File: config.mk
export PLATFORM = sky130hd
export DESIGN_NAME = fft_peak_detector_flat
export DESIGN_NICKNAME = d
export VERILOG_FILES = /design/src/rtl/fft_pkg.sv /design/src/rtl/fft_peak_detector_if.sv /design/src/rtl/fft_peak_detector_mag_sq.sv /design/src/rtl/fft_peak_detector.sv /design/src/flat_wrapper.sv
export SDC_FILE = /design/constraint.sdc
export NUM_CORES = 2
export LEC_CHECK = 0
export CAP_MARGIN = 30
export CORE_UTILIZATION = 25
export DETAILED_ROUTE_END_ITERATION = 10
export GPL_TIMING_DRIVEN = 0
export SYNTH_ARGS = -nofsm -noshare
export SYNTH_HDL_FRONTEND = slang
export SYNTH_SLANG_ARGS = --single-unit
File: constraint.sdc
create_clock -name i_clk -period 10.5 [get_ports i_clk]
set_input_delay 1.05 -clock i_clk [delete_from_list [all_inputs] [get_ports i_clk]]
set_output_delay 1.05 -clock i_clk [all_outputs]
set_load 0.01 [all_outputs]
File: src/rtl/fft_pkg.sv
`default_nettype none
// ============================================================================
// fft_pkg : shared FSM encoding and default sizing for the FFT peak detector
// Rev 1.0
// ============================================================================
package fft_pkg;

  localparam int c_DEFAULT_N_POINTS = 64;
  localparam int c_DEFAULT_DATA_W   = 16;

  typedef enum logic [1:0] {
    ST_ACCUM = 2'd0,
    ST_DRAIN = 2'd1,
    ST_HOLD  = 2'd2
  } state_t;

endpackage
`default_nettype wire

File: src/rtl/fft_peak_detector_if.sv
`default_nettype none
// ============================================================================
// fft_peak_detector_if : FFT bin input stream and peak result handshake
// Rev 1.0
// ============================================================================
interface fft_peak_detector_if
  import fft_pkg::*;
#(
  parameter int N_POINTS = c_DEFAULT_N_POINTS,
  parameter int DATA_W   = c_DEFAULT_DATA_W
);
  localparam int c_BIN_W = $clog2(N_POINTS);

  logic                  i_data_valid;
  logic [2*DATA_W-1:0]   i_data;
  logic                  o_data_ready;
  logic                  o_peak_valid;
  logic [c_BIN_W-1:0]    o_peak_bin;
  logic [2*DATA_W-1:0]   o_peak_mag;
  logic                  i_peak_ready;
  logic [15:0]           o_frame_cnt;

  modport master (
    output i_data_valid, i_data, i_peak_ready,
    input  o_data_ready, o_peak_valid, o_peak_bin, o_peak_mag, o_frame_cnt
  );

  modport slave (
    input  i_data_valid, i_data, i_peak_ready,
    output o_data_ready, o_peak_valid, o_peak_bin, o_peak_mag, o_frame_cnt
  );

endinterface
`default_nettype wire

File: src/rtl/fft_peak_detector_mag_sq.sv
`default_nettype none
// ============================================================================
// fft_mag_sq : two-stage re^2 + im^2 pipeline (registered squares, then sum)
// Rev 1.0
// ============================================================================
module fft_mag_sq
  import fft_pkg::*;
#(
  parameter int DATA_W = c_DEFAULT_DATA_W
) (
  input  logic                i_clk,
  input  logic                i_rst,
  input  logic                i_valid,
  input  logic [DATA_W-1:0]   i_re,
  input  logic [DATA_W-1:0]   i_im,
  output logic                o_valid,
  output logic [2*DATA_W-1:0] o_mag
);

  logic signed [2*DATA_W-1:0] w_re_ext;
  logic signed [2*DATA_W-1:0] w_im_ext;
  logic [2*DATA_W-1:0]        r_re_sq;
  logic [2*DATA_W-1:0]        r_im_sq;
  logic                       r_s1_valid;
  logic                       r_s2_valid;
  logic [2*DATA_W-1:0]        r_mag;

  // Each square is at most 2^(2*DATA_W-2), so the sum never exceeds 2*DATA_W bits.
  assign w_re_ext = {{DATA_W{i_re[DATA_W-1]}}, i_re};
  assign w_im_ext = {{DATA_W{i_im[DATA_W-1]}}, i_im};

  always_ff @(posedge i_clk or posedge i_rst) begin
    if (i_rst) begin
      r_s1_valid <= 1'b0;
      r_s2_valid <= 1'b0;
      r_re_sq    <= '0;
      r_im_sq    <= '0;
      r_mag      <= '0;
    end else begin
      r_s1_valid <= i_valid;
      r_s2_valid <= r_s1_valid;
      if (i_valid) begin
        r_re_sq <= w_re_ext * w_re_ext;
        r_im_sq <= w_im_ext * w_im_ext;
      end
      if (r_s1_valid) begin
        r_mag <= r_re_sq + r_im_sq;
      end
    end
  end

  assign o_valid = r_s2_valid;
  assign o_mag   = r_mag;

endmodule
`default_nettype wire

File: src/rtl/fft_peak_detector.sv
`default_nettype none
// ============================================================================
// fft_peak_detector : per-frame peak-magnitude bin search over FFT output
// Rev 1.0
// ============================================================================
module fft_peak_detector
  import fft_pkg::*;
#(
  parameter int N_POINTS = c_DEFAULT_N_POINTS,
  parameter int DATA_W   = c_DEFAULT_DATA_W
) (
  input  logic               i_clk,
  input  logic               i_rst,
  fft_peak_detector_if.slave bus
);

  localparam int                 c_BIN_W    = $clog2(N_POINTS);
  localparam logic [c_BIN_W-1:0] c_LAST_BIN = c_BIN_W'(N_POINTS - 1);

  state_t               r_state;
  state_t               w_state_next;
  logic                 w_accept;
  logic                 w_peak_load;
  logic                 w_frame_done;
  logic                 r_ready;
  logic [c_BIN_W-1:0]   r_bin_cnt;
  logic [c_BIN_W-1:0]   r_bin_d1;
  logic [c_BIN_W-1:0]   r_bin_d2;
  logic [1:0]           r_drain_cnt;
  logic                 w_mag_valid;
  logic [2*DATA_W-1:0]  w_mag;
  logic [2*DATA_W-1:0]  r_max;
  logic [c_BIN_W-1:0]   r_max_bin;
  logic [2*DATA_W-1:0]  r_peak_mag;
  logic [c_BIN_W-1:0]   r_peak_bin;
  logic [15:0]          r_frame_cnt;

  assign w_accept = bus.i_data_valid && r_ready;

  fft_mag_sq #(
    .DATA_W (DATA_W)
  ) u_mag_sq (
    .i_clk   (i_clk),
    .i_rst   (i_rst),
    .i_valid (w_accept),
    .i_re    (bus.i_data[2*DATA_W-1:DATA_W]),
    .i_im    (bus.i_data[DATA_W-1:0]),
    .o_valid (w_mag_valid),
    .o_mag   (w_mag)
  );

  always_ff @(posedge i_clk or posedge i_rst) begin
    if (i_rst) begin
      r_state <= ST_ACCUM;
    end else begin
      r_state <= w_state_next;
    end
  end

  // DRAIN spans the two pipeline stages plus the final compare of the last bin.
  always_comb begin
    w_state_next = r_state;
    w_peak_load  = 1'b0;
    w_frame_done = 1'b0;
    case (r_state)
      ST_ACCUM: begin
        if (w_accept && (r_bin_cnt == c_LAST_BIN)) begin
          w_state_next = ST_DRAIN;
        end
      end
      ST_DRAIN: begin
        if (r_drain_cnt == 2'd2) begin
          w_state_next = ST_HOLD;
          w_peak_load  = 1'b1;
        end
      end
      ST_HOLD: begin
        if (bus.i_peak_ready) begin
          w_state_next = ST_ACCUM;
          w_frame_done = 1'b1;
        end
      end
      default: w_state_next = ST_ACCUM;
    endcase
  end

  always_ff @(posedge i_clk or posedge i_rst) begin
    if (i_rst) begin
      r_ready     <= 1'b0;
      r_bin_cnt   <= '0;
      r_bin_d1    <= '0;
      r_bin_d2    <= '0;
      r_drain_cnt <= 2'd0;
      r_max       <= '0;
      r_max_bin   <= '0;
      r_peak_mag  <= '0;
      r_peak_bin  <= '0;
      r_frame_cnt <= 16'd0;
    end else begin
      r_ready     <= (w_state_next == ST_ACCUM);
      r_drain_cnt <= (r_state == ST_DRAIN) ? r_drain_cnt + 2'd1 : 2'd0;
      r_bin_d1    <= r_bin_cnt;
      r_bin_d2    <= r_bin_d1;
      if (w_accept) begin
        r_bin_cnt <= r_bin_cnt + c_BIN_W'(1);
      end
      // Bin 0 restarts the search; afterwards only a strictly larger value wins.
      if (w_mag_valid && ((r_bin_d2 == '0) || (w_mag > r_max))) begin
        r_max     <= w_mag;
        r_max_bin <= r_bin_d2;
      end
      if (w_peak_load) begin
        r_peak_mag <= r_max;
        r_peak_bin <= r_max_bin;
      end
      if (w_frame_done) begin
        r_frame_cnt <= r_frame_cnt + 16'd1;
      end
    end
  end

  assign bus.o_data_ready = r_ready;
  assign bus.o_peak_valid = (r_state == ST_HOLD);
  assign bus.o_peak_bin   = r_peak_bin;
  assign bus.o_peak_mag   = r_peak_mag;
  assign bus.o_frame_cnt  = r_frame_cnt;

endmodule
`default_nettype wire

File: src/flat_wrapper.sv
// flat-port wrapper written by rule: the top's interface ports become plain ports
module fft_peak_detector_flat import fft_pkg::*;
#(
  parameter int N_POINTS = c_DEFAULT_N_POINTS,
  parameter int DATA_W   = c_DEFAULT_DATA_W
)
  (i_clk, i_rst, bus_i_data_valid, bus_i_data, bus_i_peak_ready, bus_o_data_ready, bus_o_peak_valid, bus_o_peak_bin, bus_o_peak_mag, bus_o_frame_cnt);
  fft_peak_detector_if #(.N_POINTS(N_POINTS), .DATA_W(DATA_W)) bus_i ();
  input  logic i_clk;
  input  logic i_rst;
  input wire logic [$bits(bus_i.i_data_valid)-1:0] bus_i_data_valid;
  input wire logic [$bits(bus_i.i_data)-1:0] bus_i_data;
  input wire logic [$bits(bus_i.i_peak_ready)-1:0] bus_i_peak_ready;
  output wire logic [$bits(bus_i.o_data_ready)-1:0] bus_o_data_ready;
  output wire logic [$bits(bus_i.o_peak_valid)-1:0] bus_o_peak_valid;
  output wire logic [$bits(bus_i.o_peak_bin)-1:0] bus_o_peak_bin;
  output wire logic [$bits(bus_i.o_peak_mag)-1:0] bus_o_peak_mag;
  output wire logic [$bits(bus_i.o_frame_cnt)-1:0] bus_o_frame_cnt;
  assign bus_i.i_data_valid = bus_i_data_valid;
  assign bus_i.i_data = bus_i_data;
  assign bus_i.i_peak_ready = bus_i_peak_ready;
  assign bus_o_data_ready = bus_i.o_data_ready;
  assign bus_o_peak_valid = bus_i.o_peak_valid;
  assign bus_o_peak_bin = bus_i.o_peak_bin;
  assign bus_o_peak_mag = bus_i.o_peak_mag;
  assign bus_o_frame_cnt = bus_i.o_frame_cnt;
  fft_peak_detector #(.N_POINTS(N_POINTS), .DATA_W(DATA_W)) u_core (.i_clk(i_clk), .i_rst(i_rst), .bus(bus_i));
endmodule
==> results.yml <==
clocking:
  clkSlewWorstSetupHoldPaths_ns: 0.06
  root_buffer: "clkbuf_16"
  cts_buffers: 25
  cts_num_sinks: 211
  ctsHtreeMaxLevel: 1
  cts_tree: "done"
  post_cts_resized: 0
  post_cts_buffers: 0
  clk_path_buf_depth: 3
  insertion_delay_ns: 0.55
  cts_hold_buf: 0
yosys:
  synth.net_count: 3576
  synth_ff_type: "dfrtp_1"
  synth.distinct_cells: 70
  avgSynthCellArea_um2: 9.68
  seq_area_frac_synth_pct: 19.3
  netlist_instances: 2829
  synth_warnings: 0
  ys_ff_latch: 211
  synth_edf_count: 0
  synth_async_sr_flop_share_pct: 100
  syn_area_mm2: 0.0274
route:
  met3_length_mm: 2.02
  drtIter0Drc: 857
  vias_per_cell: 4.29
  dr.pass1.iters: 5
  route.vias.total: 18754
  wl_met2_mm: 31.5
  antenna_left: 0
  wl_met1_mm: 29.1
  wl_mm: 63.7
  top_layer_used: "met4"
  avgRoutedWirePerCell_um: 14.6
  drc: 0
timing:
  max-slew-margin-rel_pct: 40.6
  finalClockSkew_ns: 0.0388
  final.setup.tns_ns: 0
  worst_pin_slew_ns: 0.891
  maxSlewViolCount: 0
  hold_violations: 0
  layout_min_cycle_time_ns: 8.06
  period_share_pct: 76.7
  rsz0062_at_grt: "no"
  setup_viol: 0
  setup_slack_ns: 2.44
  max_freq_mhz: 124
setup_path:
  reg2regPathDepth: 11
  start_kind: "input port"
  crit_type: "input port to register"
  cp.arrival_ns: 8.48
  cp-end-kind: "register"
  cpPeakStageDelay_ns: 0.86
  worstPathBufferInverterCount: 8
  path_cells: "clkdlybuf4s50_1 > clkbuf_1 > inv_1 > fa_1 > inv_1 > fa_1 > inv_1 > fa_1 > inv_1 > fa_1 > fa_1 > inv_1 > fa_1 > inv_1 > ha_1 > a2111oi_1 > and2_1 > a211oi_2 > a21oi_1 > o311ai_1 > a31o_1 > a21oi_1 > xnor2_1 > o21ai_1"
  crit_required_ns: 10.93
  cp.depth: 24
  path_max_fanout: 10
  critPathSlowestCell: "clkdlybuf4s50_1"
  critPathTopFamily: "adder cells"
global_routing:
  grt_pass1_wl_mm: 107
  grt_pass1_vias: 20306
  antenna_found_initial: 1
  grt_max_degree: 119
  grt.overflow.total: 0
  grt_util_all_layers_pct: 11.9
placement:
  portBuffers: 86
  hpwlAfterDp_mm: 53.8
  pre_cts_ws_ns: 1.89
  gp_congestion: 0.870
floorplanning:
  coreArea_mm2: 0.109
  rows: 121
  dieArea_mm2: 0.111
  start_util_pct: 25.2
  chipWidth_um: 333
  die_y_um: 333
  ios: 92
min_path:
  hold_depth: 0
  hold_path_class: "register to register"
run_status:
  outcome: "complete, no violations"
finish:
  drive_gt1_share_pct: 3.28
  area_growth_pct: 13.1
  fin_nets: 3690
  antenna_cells: 0
run:
  max_cap_violations: 0
metrics by stage:
stage	area (µm²)	hold WS, ns	utilization, %	std cells
after floorplan	27400	0.331	-	2829
after global placement	30000	0.331	27.6	4329
after detailed placement	30100	0.336	27.6	4330
after CTS	31000	0.350	28.5	4375
after global routing	31000	0.356	28.5	4375
final	31000	0.346	28.5	4375
placed cells by master (no fill, tap or decap), types with 4 or more instances in the layout:
cell | netlist | final
nand3_1 | 20 | 20
inv_1 | 668 | 667
o21bai_1 | 11 | 11
and2_1 | 85 | 85
buf_1 | 4 | 4
ha_1 | 241 | 241
and3_1 | 19 | 19
a31o_2 | 5 | 5
nor3_1 | 23 | 23
o21ai_1 | 33 | 33
xor2_1 | 37 | 37
mux2_1 | 32 | 32
o31ai_1 | 13 | 13
buf_2 | 4 | 4
mux2_2 | 27 | 27
a21o_1 | 42 | 42
nand2b_1 | 21 | 21
bufinv_16 | 0 | 4
o21a_1 | 12 | 12
clkbuf_16 | 0 | 25
nand2_1 | 304 | 304
a31oi_1 | 10 | 10
clkbuf_8 | 0 | 7
nor3b_1 | 5 | 5
clkbuf_1 | 75 | 79
or3_1 | 6 | 6
nor2b_1 | 12 | 12
a211oi_1 | 12 | 12
clkdlybuf4s50_1 | 0 | 86
a22o_1 | 6 | 6
dfrtp_1 | 211 | 211
mux2i_1 | 4 | 4
fa_1 | 470 | 470
or2_2 | 5 | 5
nor2_1 | 96 | 96
nand4_1 | 17 | 17
o211ai_1 | 7 | 7
a21oi_1 | 65 | 65
o21ai_0 | 94 | 94
xnor2_1 | 83 | 83
cell type report:
cell class              instances  area (µm²)
well taps                    1414        1770
plain buffers                  83         317
flip-flops and latches        211        5280
repair buffers                 87         888
clock inverters                 9         173
multi-input cells            1865       19300
fillers                     11449       77700
inverters                     670        2520
clock buffers                  36         737
synthesized netlist by cell type (23+ instances only):
master	number	area [µm²]
nor2_1	96	360
a21o_1	42	315
o21ai_1	33	165
fa_1	470	9410
clkbuf_1	75	282
xnor2_1	83	727
a21oi_1	65	325
nor3_1	23	115
mux2_1	32	360
nand2_1	304	1140
dfrtp_1	211	5280
and2_1	85	532
mux2_2	27	304
ha_1	241	3020
inv_1	668	2510
xor2_1	37	324
o21ai_0	94	470
state kept, by name (all words and copies together) (netlist names), 16 cells and up:
name	cells
u_core.bus.o_frame_cnt	16
u_core.bus.o_peak_mag	32
u_core.r_max	32
u_core.u_mag_sq.o_mag	32
u_core.u_mag_sq.r_im_sq	31
u_core.u_mag_sq.r_re_sq	31
cells by family after synthesis:
group / Yosys count / share of synthesized area (%)
multiplexers: 63 / 2.57
XOR/XNOR: 120 / 3.84
AO/OA/AOI/OAI: 343 / 7.99
flip-flops: 211 / 19.3
buffers and inverters: 753 / 10.3
AND/OR/NAND/NOR: 628 / 10.6
adder cells (fa/ha/maj): 711 / 45.4
layer usage:
metal  GRT usage [%]  vias up
li1                -     8951
met1            15.9     9461
met2            21.0      283
met3           0.869       59
met4            2.19        0
met5               0        -
final timing paths:
kind,slack [ns],end,startpoint
max in group asynchronous,8.46,u_core.u_mag_sq.r_re_sq[18],i_rst
max,2.44,u_core.u_mag_sq.r_re_sq[29],bus_i_data[23]
min reg2reg,0.35,u_core.r_bin_d2[3],u_core.r_bin_d1[3]
min in group asynchronous,1.09,u_core.bus.o_peak_mag[14],i_rst
min,0.35,u_core.r_bin_d2[3],u_core.r_bin_d1[3]
max reg2reg,7.01,u_core.r_max[9],u_core.u_mag_sq.o_mag[25]
Power is left out: the tool's default activity adds up to more than one toggle a clock period on the data nets, which glitch-free logic cannot reach.
